$ cat src/rtl/poly_crc_engine.sv
// poly_crc_engine: runtime-configurable bit-serial CRC engine.
//
// Each accepted data word is shifted MSB-first through the CRC state,
// BPC bits per clock, so one word takes DATA_W/BPC processing cycles plus
// the acceptance cycle. The polynomial is captured when a word is accepted.
// Reflection of the output and the final XOR are applied combinationally
// from the live config, so they may change at any time.
//
// Ports:
//   CLK, nRST      clock (rising edge), asynchronous active-low reset
//   cfg_poly       polynomial, x^CRC_W term implicit
//   cfg_seed       value loaded into the state by init
//   cfg_refin      reverse bits within each input byte
//   cfg_refout     bit-reverse the whole state before the final XOR
//   cfg_xorout     final XOR mask
//   init           load cfg_seed into the state (idle only)
//   in_valid       in_data holds a word
//   in_data        data word, most-significant byte processed first
//   in_ready       engine idle, can accept a word or init
//   done           one-cycle pulse, crc_out holds the updated result
//   crc_out        (refout ? rev(state) : state) ^ xorout
//   busy           !in_ready
//   dbg_state      current FSM state (0 = IDLE, 1 = RUN)
//
// Handshake: a word transfers on a rising edge where in_valid && in_ready
// are both high. The producer holds in_valid and in_data stable until that
// edge; in_ready is low for the whole of RUN, so nothing is accepted then.

module poly_crc_engine #(
    parameter int CRC_W  = 32,
    parameter int DATA_W = 32,
    parameter int BPC    = 1,
    localparam int CYCLES = DATA_W / BPC,
    localparam int CNT_W  = $clog2(CYCLES + 1)
) (
    input  logic              CLK,
    input  logic              nRST,
    input  logic [CRC_W-1:0]  cfg_poly,
    input  logic [CRC_W-1:0]  cfg_seed,
    input  logic              cfg_refin,
    input  logic              cfg_refout,
    input  logic [CRC_W-1:0]  cfg_xorout,
    input  logic              init,
    input  logic              in_valid,
    input  logic [DATA_W-1:0] in_data,
    output logic              in_ready,
    output logic              done,
    output logic [CRC_W-1:0]  crc_out,
    output logic              busy,
    output logic              dbg_state
);

    if (CRC_W < 8 || CRC_W > 64) begin : g_bad_crc_w
        $error("poly_crc_engine: CRC_W must be in 8..64");
    end
    if (DATA_W % 8 != 0) begin : g_bad_data_w
        $error("poly_crc_engine: DATA_W must be a multiple of 8");
    end
    if (BPC < 1 || DATA_W % BPC != 0) begin : g_bad_bpc
        $error("poly_crc_engine: BPC must divide DATA_W");
    end

    typedef enum logic {
        IDLE = 1'b0,
        RUN  = 1'b1
    } fsm_t;

    fsm_t              fsm_q, fsm_d;
    logic [CRC_W-1:0]  state_q, state_d;
    logic [DATA_W-1:0] shreg_q, shreg_d;
    logic [CRC_W-1:0]  poly_q, poly_d;
    logic [CNT_W-1:0]  cnt_q, cnt_d;
    logic              done_q, done_d;

    logic [CRC_W-1:0]  step_state;
    logic [DATA_W-1:0] step_shreg;
    logic [CRC_W-1:0]  state_rev;

    // Reverse the bit order inside every byte; byte positions are unchanged,
    // so the most-significant byte is still consumed first.
    function automatic logic [DATA_W-1:0] byte_reflect(input logic [DATA_W-1:0] d);
        logic [DATA_W-1:0] r;
        r = '0;
        for (int i = 0; i < DATA_W / 8; i++) begin
            for (int j = 0; j < 8; j++) begin
                r[8*i + j] = d[8*i + 7 - j];
            end
        end
        return r;
    endfunction

    // BPC chained single-bit LFSR steps; returns {state, shreg}.
    function automatic logic [CRC_W+DATA_W-1:0] run_steps(
        input logic [CRC_W-1:0]  st,
        input logic [DATA_W-1:0] sh,
        input logic [CRC_W-1:0]  poly
    );
        logic [CRC_W-1:0]  s;
        logic [DATA_W-1:0] d;
        logic              fb;
        s = st;
        d = sh;
        for (int i = 0; i < BPC; i++) begin
            fb = d[DATA_W-1] ^ s[CRC_W-1];
            s  = (s << 1) ^ (fb ? poly : '0);
            d  = d << 1;
        end
        return {s, d};
    endfunction

    assign {step_state, step_shreg} = run_steps(state_q, shreg_q, poly_q);

    always_ff @(posedge CLK or negedge nRST) begin
        if (!nRST) begin
            fsm_q   <= IDLE;
            state_q <= '0;
            shreg_q <= '0;
            poly_q  <= '0;
            cnt_q   <= '0;
            done_q  <= 1'b0;
        end else begin
            fsm_q   <= fsm_d;
            state_q <= state_d;
            shreg_q <= shreg_d;
            poly_q  <= poly_d;
            cnt_q   <= cnt_d;
            done_q  <= done_d;
        end
    end

    always_comb begin
        fsm_d   = fsm_q;
        state_d = state_q;
        shreg_d = shreg_q;
        poly_d  = poly_q;
        cnt_d   = cnt_q;
        done_d  = 1'b0;
        case (fsm_q)
            IDLE: begin
                // init alone reseeds; with in_valid the word starts from the seed.
                if (init) begin
                    state_d = cfg_seed;
                end
                if (in_valid) begin
                    shreg_d = cfg_refin ? byte_reflect(in_data) : in_data;
                    poly_d  = cfg_poly;
                    cnt_d   = CNT_W'(CYCLES);
                    fsm_d   = RUN;
                end
            end
            RUN: begin
                state_d = step_state;
                shreg_d = step_shreg;
                cnt_d   = cnt_q - CNT_W'(1);
                if (cnt_q == CNT_W'(1)) begin
                    fsm_d  = IDLE;
                    done_d = 1'b1;
                end
            end
            default: fsm_d = IDLE;
        endcase
    end

    always_comb begin
        state_rev = '0;
        for (int i = 0; i < CRC_W; i++) begin
            state_rev[i] = state_q[CRC_W-1-i];
        end
    end

    assign crc_out   = (cfg_refout ? state_rev : state_q) ^ cfg_xorout;
    assign in_ready  = (fsm_q == IDLE);
    assign busy      = !in_ready;
    assign done      = done_q;
    assign dbg_state = (fsm_q == RUN);

endmodule

$ cat config.mk
export PLATFORM = sky130hd
export DESIGN_NAME = poly_crc_engine
export DESIGN_NICKNAME = d
export VERILOG_FILES = /design/src/rtl/poly_crc_engine.sv
export SDC_FILE = /design/constraint.sdc
export NUM_CORES = 1
export LEC_CHECK = 0
export ABC_AREA = 1
export BUFFER_PORTS_ARGS = -buffer_cell sky130_fd_sc_hd__buf_4
export CORE_MARGIN = 2
export CORE_UTILIZATION = 53
export CTS_CLUSTER_DIAMETER = 80
export DETAILED_ROUTE_END_ITERATION = 8
export PLACE_DENSITY = 0.89
export SLEW_MARGIN = 15
export SYNTH_ARGS = -nofsm -noshare
export SYNTH_HDL_FRONTEND = slang
export SYNTH_SLANG_ARGS = --single-unit
$ cat constraint.sdc
create_clock -name CLK -period 1.55 [get_ports CLK]
set_input_delay 0.155 -clock CLK [delete_from_list [all_inputs] [get_ports CLK]]
set_output_delay 0.155 -clock CLK [all_outputs]
set_load 0.02 [all_outputs]
## After elaboration in Yosys (flattened, before gate mapping)

Cells that the tools add are included.

- Add/subtract/negate cells: 1
- Equal/unequal tests: 3
- Multiplexer cells: 14
- Reductions and logical operators: 1
- Bitwise logic cells: 4

Operators with widths:

| cell | count |
|---|---|
| two-way mux 32 bit | 5 |
| one-hot mux 32 bit (2 select lines) | 2 |
| bitwise XOR 32 bit | 2 |
| one-hot mux 6 bit (2 select lines) | 1 |
| equality test 6 x 1 -> 1 bit, second input constant | 1 |
| two-way mux 6 bit | 1 |
| subtractor 6 x 1 -> 6 bit, second input constant | 1 |
| two-way mux 1 bit | 4 |
| != test 2 bit, second input constant | 2 |
| one-hot mux 1 bit (2 select lines) | 1 |
| AND reduction 2 bit | 1 |
| inverter 1 bit | 1 |
| bitwise XOR 1 bit | 1 |

- Flip-flop bits (word level): 104
- Output and inout port bits: 36

## Longest topological paths before layout

Gate-level depths: netlist of the first run.

- Depth in word-level cells: 4
- Mapped depth: 8

## Least setup slack after synthesis of the first run

No wires, ideal clock.

- Kind: register to register
- From: register fsm_q, in the netlist busy
- To: register shreg_q[12]
- Stages on the path, launching flop included: 7
- Setup slack: 0.280 ns
- Arrival: 1.127 ns
- Setup time: 0.142 ns
- Required time: 1.408 ns
- Period minus slack after synthesis: 1.270 ns
- Path through: dfrtp_1 buf_6 nor2_4 buf_6 buf_6 o211ai_1 o221ai_1

- Word-level cells in the longest chain between the ends: 2
- Elaborated cells on any way between the ends: 3

Ends and longest elaborated chain:

| what | line | text |
|---|---|---|
| start, declared | 68 | `fsm_t fsm_q, fsm_d;` |
| start signal, assigned | 122 | `fsm_q <= fsm_d;` |
| inverter 1 bit (no line) | -- |  |
| one-hot mux 32 bit (2 select lines) or != test 2 bit (tied branches) | -- |  |
| end signal, assigned | 124 | `shreg_q <= shreg_d;` |
| end, declared | 70 | `logic [DATA_W-1:0] shreg_q, shreg_d;` |

Several ways; a longest one is shown, not always the timed one.
A chain may end at the register's enable or synchronous reset.

## Final worst setup path of the first run

- From: register state_q[0]
- To: output port crc_out[0]

- Word-level cells in the longest chain between the ends: 2

Ends and longest elaborated chain:

| what | line | text |
|---|---|---|
| start, declared | 69 | `logic [CRC_W-1:0] state_q, state_d;` |
| start signal, assigned | 123 | `state_q <= state_d;` |
| two-way mux 32 bit | 171 | `assign crc_out = (cfg_refout ? state_rev : state_q) ^ cfg_xorout;` |
| bitwise XOR 32 bit | 171 |  |
| end, declared | 48 | `output logic [CRC_W-1:0] crc_out,` |

No other way between the ends.

==> reports/results.ini, run 1 <==
[outcome]
status = finished, final reports clean

[global_route]
grt_start_max_net_pins = 105
track_usage_pct = 27.0
grt_pass1_wl_um = 27800
grt_overflow = 0
grt_pass1_vias = 5945
grt_antenna_before_repair = 0

[synthesis]
synth_cell_types = 30
synth_compound_area_share_pct = 11.5
synth_top_family_by_area = simple AND/OR/NAND/NOR gates
syn_avg_cell_area_um2 = 7.39
synth_area_mm2 = 0.00627
yosysWarnings = 0
muxShareOfSynthArea_pct = 0
yosys.area_share.simple_pct = 30.9
syn_inst = 848
synthXorXnorAreaFrac_pct = 4.47
yosys.area.top_type = dfrtp_1
synth_top_area_share_pct = 41.5
synth_area_leaders = dfrtp_1 42%, nand2_1 21%, nand3_1 5.3%
seq_area_frac_synth_pct = 41.5
synthAdderAreaFrac_pct = 0.399
ys_ff_latch = 104
syn-num-nets = 984

[detailed_routing]
first_iter_violations = 511
post_drt_wl_per_cell_um = 14.9
avgViaCountPerCell = 5.55
num_vias = 6393
drcViolationCount = 0
final_antenna_net_count = 0
detail_route.first_pass.iterations = 5
wl_um = 17200

[timing]
fin_crit_ps = 1510
period_share_pct = 97.2
worstMarginPinSlew_ps = 703
drv_slew = 0
slew_headroom_pct = 53.1
worst_hold_slack_ps = 7.27
setup_viol = 0
clock.fmax_ghz = 0.664
finalSetupTns_ps = 0
rsz0062_at_grt = true
fin_worst_skew_ps = 11.0
hold_viol = 0

[floorplanning]
die_w_um = 113
initial_core_util_pct = 54.6
ios = 170
die-area_mm2 = 0.0127
fp.dieH_um = 113
rows = 39
core_mm2 = 0.0115

[hold_path]
whs_path_depth = 3
hold_path.class = input port to flip-flop

[power_and_ir_drop]
irDropWorstVdd_uv = 1040
leakagePower_nw = 4.15
cellPowerDensity_mw_per_mm2 = 1230
p_total_mw = 9.94

[finish]
area_growth_pct = 28.9
final_util_pct = 70.4
fin_nets = 1141
layout-drive-gt1-share_pct = 23.5
layout_commonest_cell = nand2_1
final_cell_mix = 350 x nand2_1, 193 x buf_4, 104 x dfrtp_1
n_antenna_cell = 0

[flow_run]
maxCapViolations = 0

[place]
portBuffers = 169
gp_congestion = 0.863
hpwlAfterDp_um = 11600

[worst_setup_path]
worstPathRequired_ps = 1390
path_class = flip-flop to output port
worst-endpoint-arrival_ps = 1350
reg2reg_depth = 5
start_kind = flip-flop
crit_path_end_kind = output port
path_max_fanout = 3

[cts]
cts_tree = yes
clk_pin_slew_ps = 70
clkSinkCount = 104
clk-insertion-delay-late_ps = 350
numCtsBuffers = 9
clockBufferDepth = 2
root_buffer = clkbuf_16
htree_levels = 3

[cell usage after synthesis]
cell	count
nand2_1	350
dfrtp_1	104
inv_1	85
nand3_1	66
o21ai_0	36
nand4_1	32
xor2_1	32
o211ai_1	31
o221ai_1	31
buf_2	28
buf_6	12
buf_4	7
nor2_1	6
clkbuf_1	5
buf_1	3
a21oi_1	2
clkbuf_2	2
ha_1	2
inv_2	2
nand2_2	2
a22oi_1	1
inv_4	1
nand2_4	1
nand3b_1	1
nor2_2	1
nor2_4	1
nor4_4	1
o21ai_1	1
o21bai_1	1
o22ai_1	1
[stage by stage]
step / area (µm²) / setup WS [ps] / std cells
floorplan: 6270 / 280 / 848
global placement: 7600 / 187 / 1124
detailed placement: 7600 / 116 / 1124
CTS: 7980 / -3.40 / 1143
global route: 8080 / -14.0 / 1152
finish: 8080 / 42.9 / 1152
[worst paths after layout]
check                                   from     endpoint  slack [ps]
max in group asynchronous               nRST  state_q[11]         680
worst max register to register          busy   shreg_q[0]         120
worst min-delay path            cfg_poly[16]   poly_q[16]           7
worst min register to register     poly_q[0]    poly_q[0]         490
worst max-delay path              state_q[0]   crc_out[0]          40
min in group asynchronous               nRST    poly_q[4]         410
[state kept, by name, indices dropped and copies added (netlist names)]
signal,count
shreg_q,32
poly_q,32
cnt_q,6
done,1
busy,1
state_q,32
[cell type report]
cell class	count	area (µm²)
Multi-Input combinational cell	599	3000
Tap cell	143	179
Timing Repair Buffer	203	1640
Clock buffer	13	270
Fill cell	892	3390
Sequential cell	104	2600
Clock inverter	2	37.5
Inverter	88	343
[worst max-delay path, cell delays in order, from the launching register on]
cell,delay [ps]
dfrtp_1,390
inv_2,60
o21ai_2,120
buf_4,130
xor2_1,150
buf_4,160
[where the power goes]
| group | internal [mW] | switching (mW) | total (mW) |
|---|---|---|---|
| Sequential | 3.15 | 0.471 | 3.62 |
| Clock | 1.38 | 0.969 | 2.35 |
| Combinational | 1.72 | 2.25 | 3.98 |
| Total | 6.25 | 3.69 | 9.94 |
[layer usage]
metal,GRT usage (%),vias to the layer above,share of wire [%]
met5,0,-,0
met4,8.05,0,1.8
met3,4.66,25,8.8
met2,45.4,326,49
met1,36.1,2971,41
li1,-,3071,-
[cells by family (layout without fill, tap and decap cells)]
family,Yosys count,count (layout)
AO/OA/AOI/OAI,104,104
XOR/XNOR,32,32
adder cells (fa/ha/maj),2,2
buffers and inverters,145,306
flip-flops,104,104
AND/OR/NAND/NOR,461,461
[timing repair]
| action | in CTS | in global routing |
|---|---|---|
| buffers inserted | 2 | 11 |
| hold buffers | 1 | 0 |
| pin swaps | 0 | 4 |
| resized for setup | 17 | 28 |
| cloned | 1 | 0 |
| endpoints found under the hold margin | 104 | 0 |
| endpoints found under the setup margin | 14 | 28 |
No activity file was read; power rests on OpenSTA's default activity.
==> run 2, diff against run 1 <==
--- a/config.mk
+++ b/config.mk
@@ -6,12 +6,13 @@
 export NUM_CORES = 1
 export LEC_CHECK = 0
 export ABC_AREA = 1
+export ABC_CLOCK_PERIOD_IN_PS = 1550
 export BUFFER_PORTS_ARGS = -buffer_cell sky130_fd_sc_hd__buf_4
 export CORE_MARGIN = 2
-export CORE_UTILIZATION = 53
+export CORE_UTILIZATION = 30
 export CTS_CLUSTER_DIAMETER = 80
 export DETAILED_ROUTE_END_ITERATION = 8
-export PLACE_DENSITY = 0.89
+export PLACE_DENSITY = 0.59
 export SLEW_MARGIN = 15
 export SYNTH_ARGS = -nofsm -noshare
 export SYNTH_HDL_FRONTEND = slang
==> run 2 against run 1 <==
Against the previous run: clock-buffer cell count is 2 lower; die area is 74% higher; clock skew is 2.2 ps lower; routed wire length is 10% higher; combinational power is 9.3% higher; critical path type unchanged.
==> reports/results.ini, run 2 (synthesized netlist as in run 1, its figures left out) <==
[outcome]
status = finished, final reports clean

[timing]
fin_crit_ps = 1520
period_share_pct = 98.3
setup_viol = 0
worstMarginPinSlew_ps = 417
drv_slew = 0
hold_viol = 0
finalSetupTns_ps = 0
rsz0062_at_grt = true
slew_headroom_pct = 72.2
fin_ws_ps = 25.8
clock.fmax_ghz = 0.656
fin_worst_skew_ps = 8.75

[flow_run]
maxCapViolations = 0

[worst_setup_path]
reg2reg_from = state_q[31]
crit_path_end_kind = output port
path_class = flip-flop to output port
worstPathRequired_ps = 1390
crit_path_start = state_q[26]
cp-endpoint = crc_out[5]
crit_buf_inv = 2
start_kind = flip-flop
reg2reg_depth = 8
cp_slowest_stage_delay_ps = 410
timing.rr.end = state_q[11]
worst-endpoint-arrival_ps = 1370
crit_cells = 5
path_max_fanout = 4
cpLargestDelayFamily = flip-flops
cp_cell_sequence = buf_4 > nand2_1 > o21ai_2 > xor2_1 > buf_4
timing.critical_path.mode_cell = buf_4
regToRegSetupSlack_ps = 110
crit_slowest_cell = dfrtp_1

[global_route]
grt_pass1_vias = 5841
grt_antenna_before_repair = 1
grt_pass1_wl_um = 30200
track_usage_pct = 17.2
grt_start_max_net_pins = 64
grt_overflow = 0

[finish]
layout_commonest_cell = nand2_1
design_area_mm2 = 0.00857
area_growth_pct = 36.8
layout-drive-gt1-share_pct = 25.5
final_cell_mix = 350 x nand2_1, 204 x buf_4, 103 x dfrtp_1
largestRegisters = poly_q x32, shreg_q x32, state_q x32
fill_cells = 2120
fin_nets = 1174

[cts]
root_buffer = clkbuf_16
clk-insertion-delay-late_ps = 360
clk_pin_slew_ps = 70
clkSinkCount = 104
htree_levels = 3
numCtsBuffers = 9
clockBufferDepth = 2
cts_tree = yes

[place]
portBuffers = 169
dpl_cell_area_mm2 = 0.00781
hpwlAfterDp_um = 13300
place_ws_ps = 213
gp_congestion = 0.788

[detailed_routing]
detail_route.first_pass.iterations = 4
post_drt_wl_per_cell_um = 14.4
drcViolationCount = 0
wl_um = 19000
avgViaCountPerCell = 4.81
num_vias = 6325
final_antenna_net_count = 0
first_iter_violations = 322

[power_and_ir_drop]
leakagePower_nw = 4.30
irDropWorstVdd_uv = 631
cellPowerDensity_mw_per_mm2 = 1190

[hold_path]
hold_path.class = input port to flip-flop

[floorplanning]
fp.dieH_um = 149
core_mm2 = 0.0204
die_w_um = 149
rows = 52
initial_core_util_pct = 30.8
ios = 170
die-area_mm2 = 0.0221

==> run 2: cell count changes in the layout (fill, tap and decap cells not counted), sizes merged <==
cell	previous run	this run
buf	201	213
bufbuf	1	0
clkbuf	13	11
clkinv	0	1
clkinvlp	1	3
diode	0	1
dlygate4sd3	1	23
==> run 2: stage by stage <==
| step | hold WS [ps] | utilization [%] | cells | power (mW) |
|---|---|---|---|---|
| 2_1_floorplan | -141 | - | 848 | 5.86 |
| 3_3_place_gp | 125 | 38.3 | 1255 | 7.32 |
| 3_5_place_dp | 121 | 38.3 | 1255 | 7.35 |
| 4_1_cts | 0.949 | 40.9 | 1295 | 9.79 |
| 5_1_grt | 8.46 | 42.1 | 1314 | 11.0 |
| 6_report | 8.66 | 42.1 | 1314 | 10.2 |
==> run 2: tightest hold or removal path, stage by stage <==
cell and delay (ps):
buf_4 80, nand2_1 40, nand2_1 50
==> run 2: what timing repair did <==
action,CTS,global route
pin swaps,0,10
resized for setup,24,38
setup buffers,1,18
hold buffers,23,0
setup endpoints to repair,24,31
hold endpoints to repair,48,0
==> run 2: worst min path at each step <==
stage / endpoint / depth (start not counted) / start
2_1_floorplan: busy / 0 / nRST
3_3_place_gp: poly_q[17] / 1 / nRST
3_5_place_dp: state_q[16] / 1 / nRST
4_1_cts: poly_q[8] / 3 / cfg_poly[8]
5_1_grt: poly_q[24] / 3 / cfg_poly[24]
6_report: poly_q[23] / 3 / cfg_poly[23]
==> run 2: cell type report <==
class / instances / area (µm²) / share of cell area [%]
antenna: 1 / 2.50 / 0.0292
clock buffer: 11 / 233 / 2.71
clock inverter: 5 / 57.6 / 0.671
inverter: 88 / 333 / 3.88
multi-input combinational: 599 / 3060 / 35.7
sequential: 104 / 2600 / 30.4
tap: 270 / 338 / 3.94
timing repair buffer: 236 / 1940 / 22.7
==> run 2: power breakdown <==
group          switching [mW]  total [mW]  internal (mW)
sequential              0.441        3.59           3.15
combinational            2.41        4.35           1.94
clock                    1.04        2.29           1.25
==> run 2: layer usage <==
layer / share of wire (%) / up-vias / global-route usage (%) / wire length (µm)
li1: - / 3142 / - / -
met1: 45 / 2953 / 24.5 / 8560
met2: 46 / 214 / 26.4 / 8640
met3: 8.0 / 16 / 4.36 / 1520
met4: 1.3 / 0 / 4.29 / 240
met5: 0 / - / 0 / 0
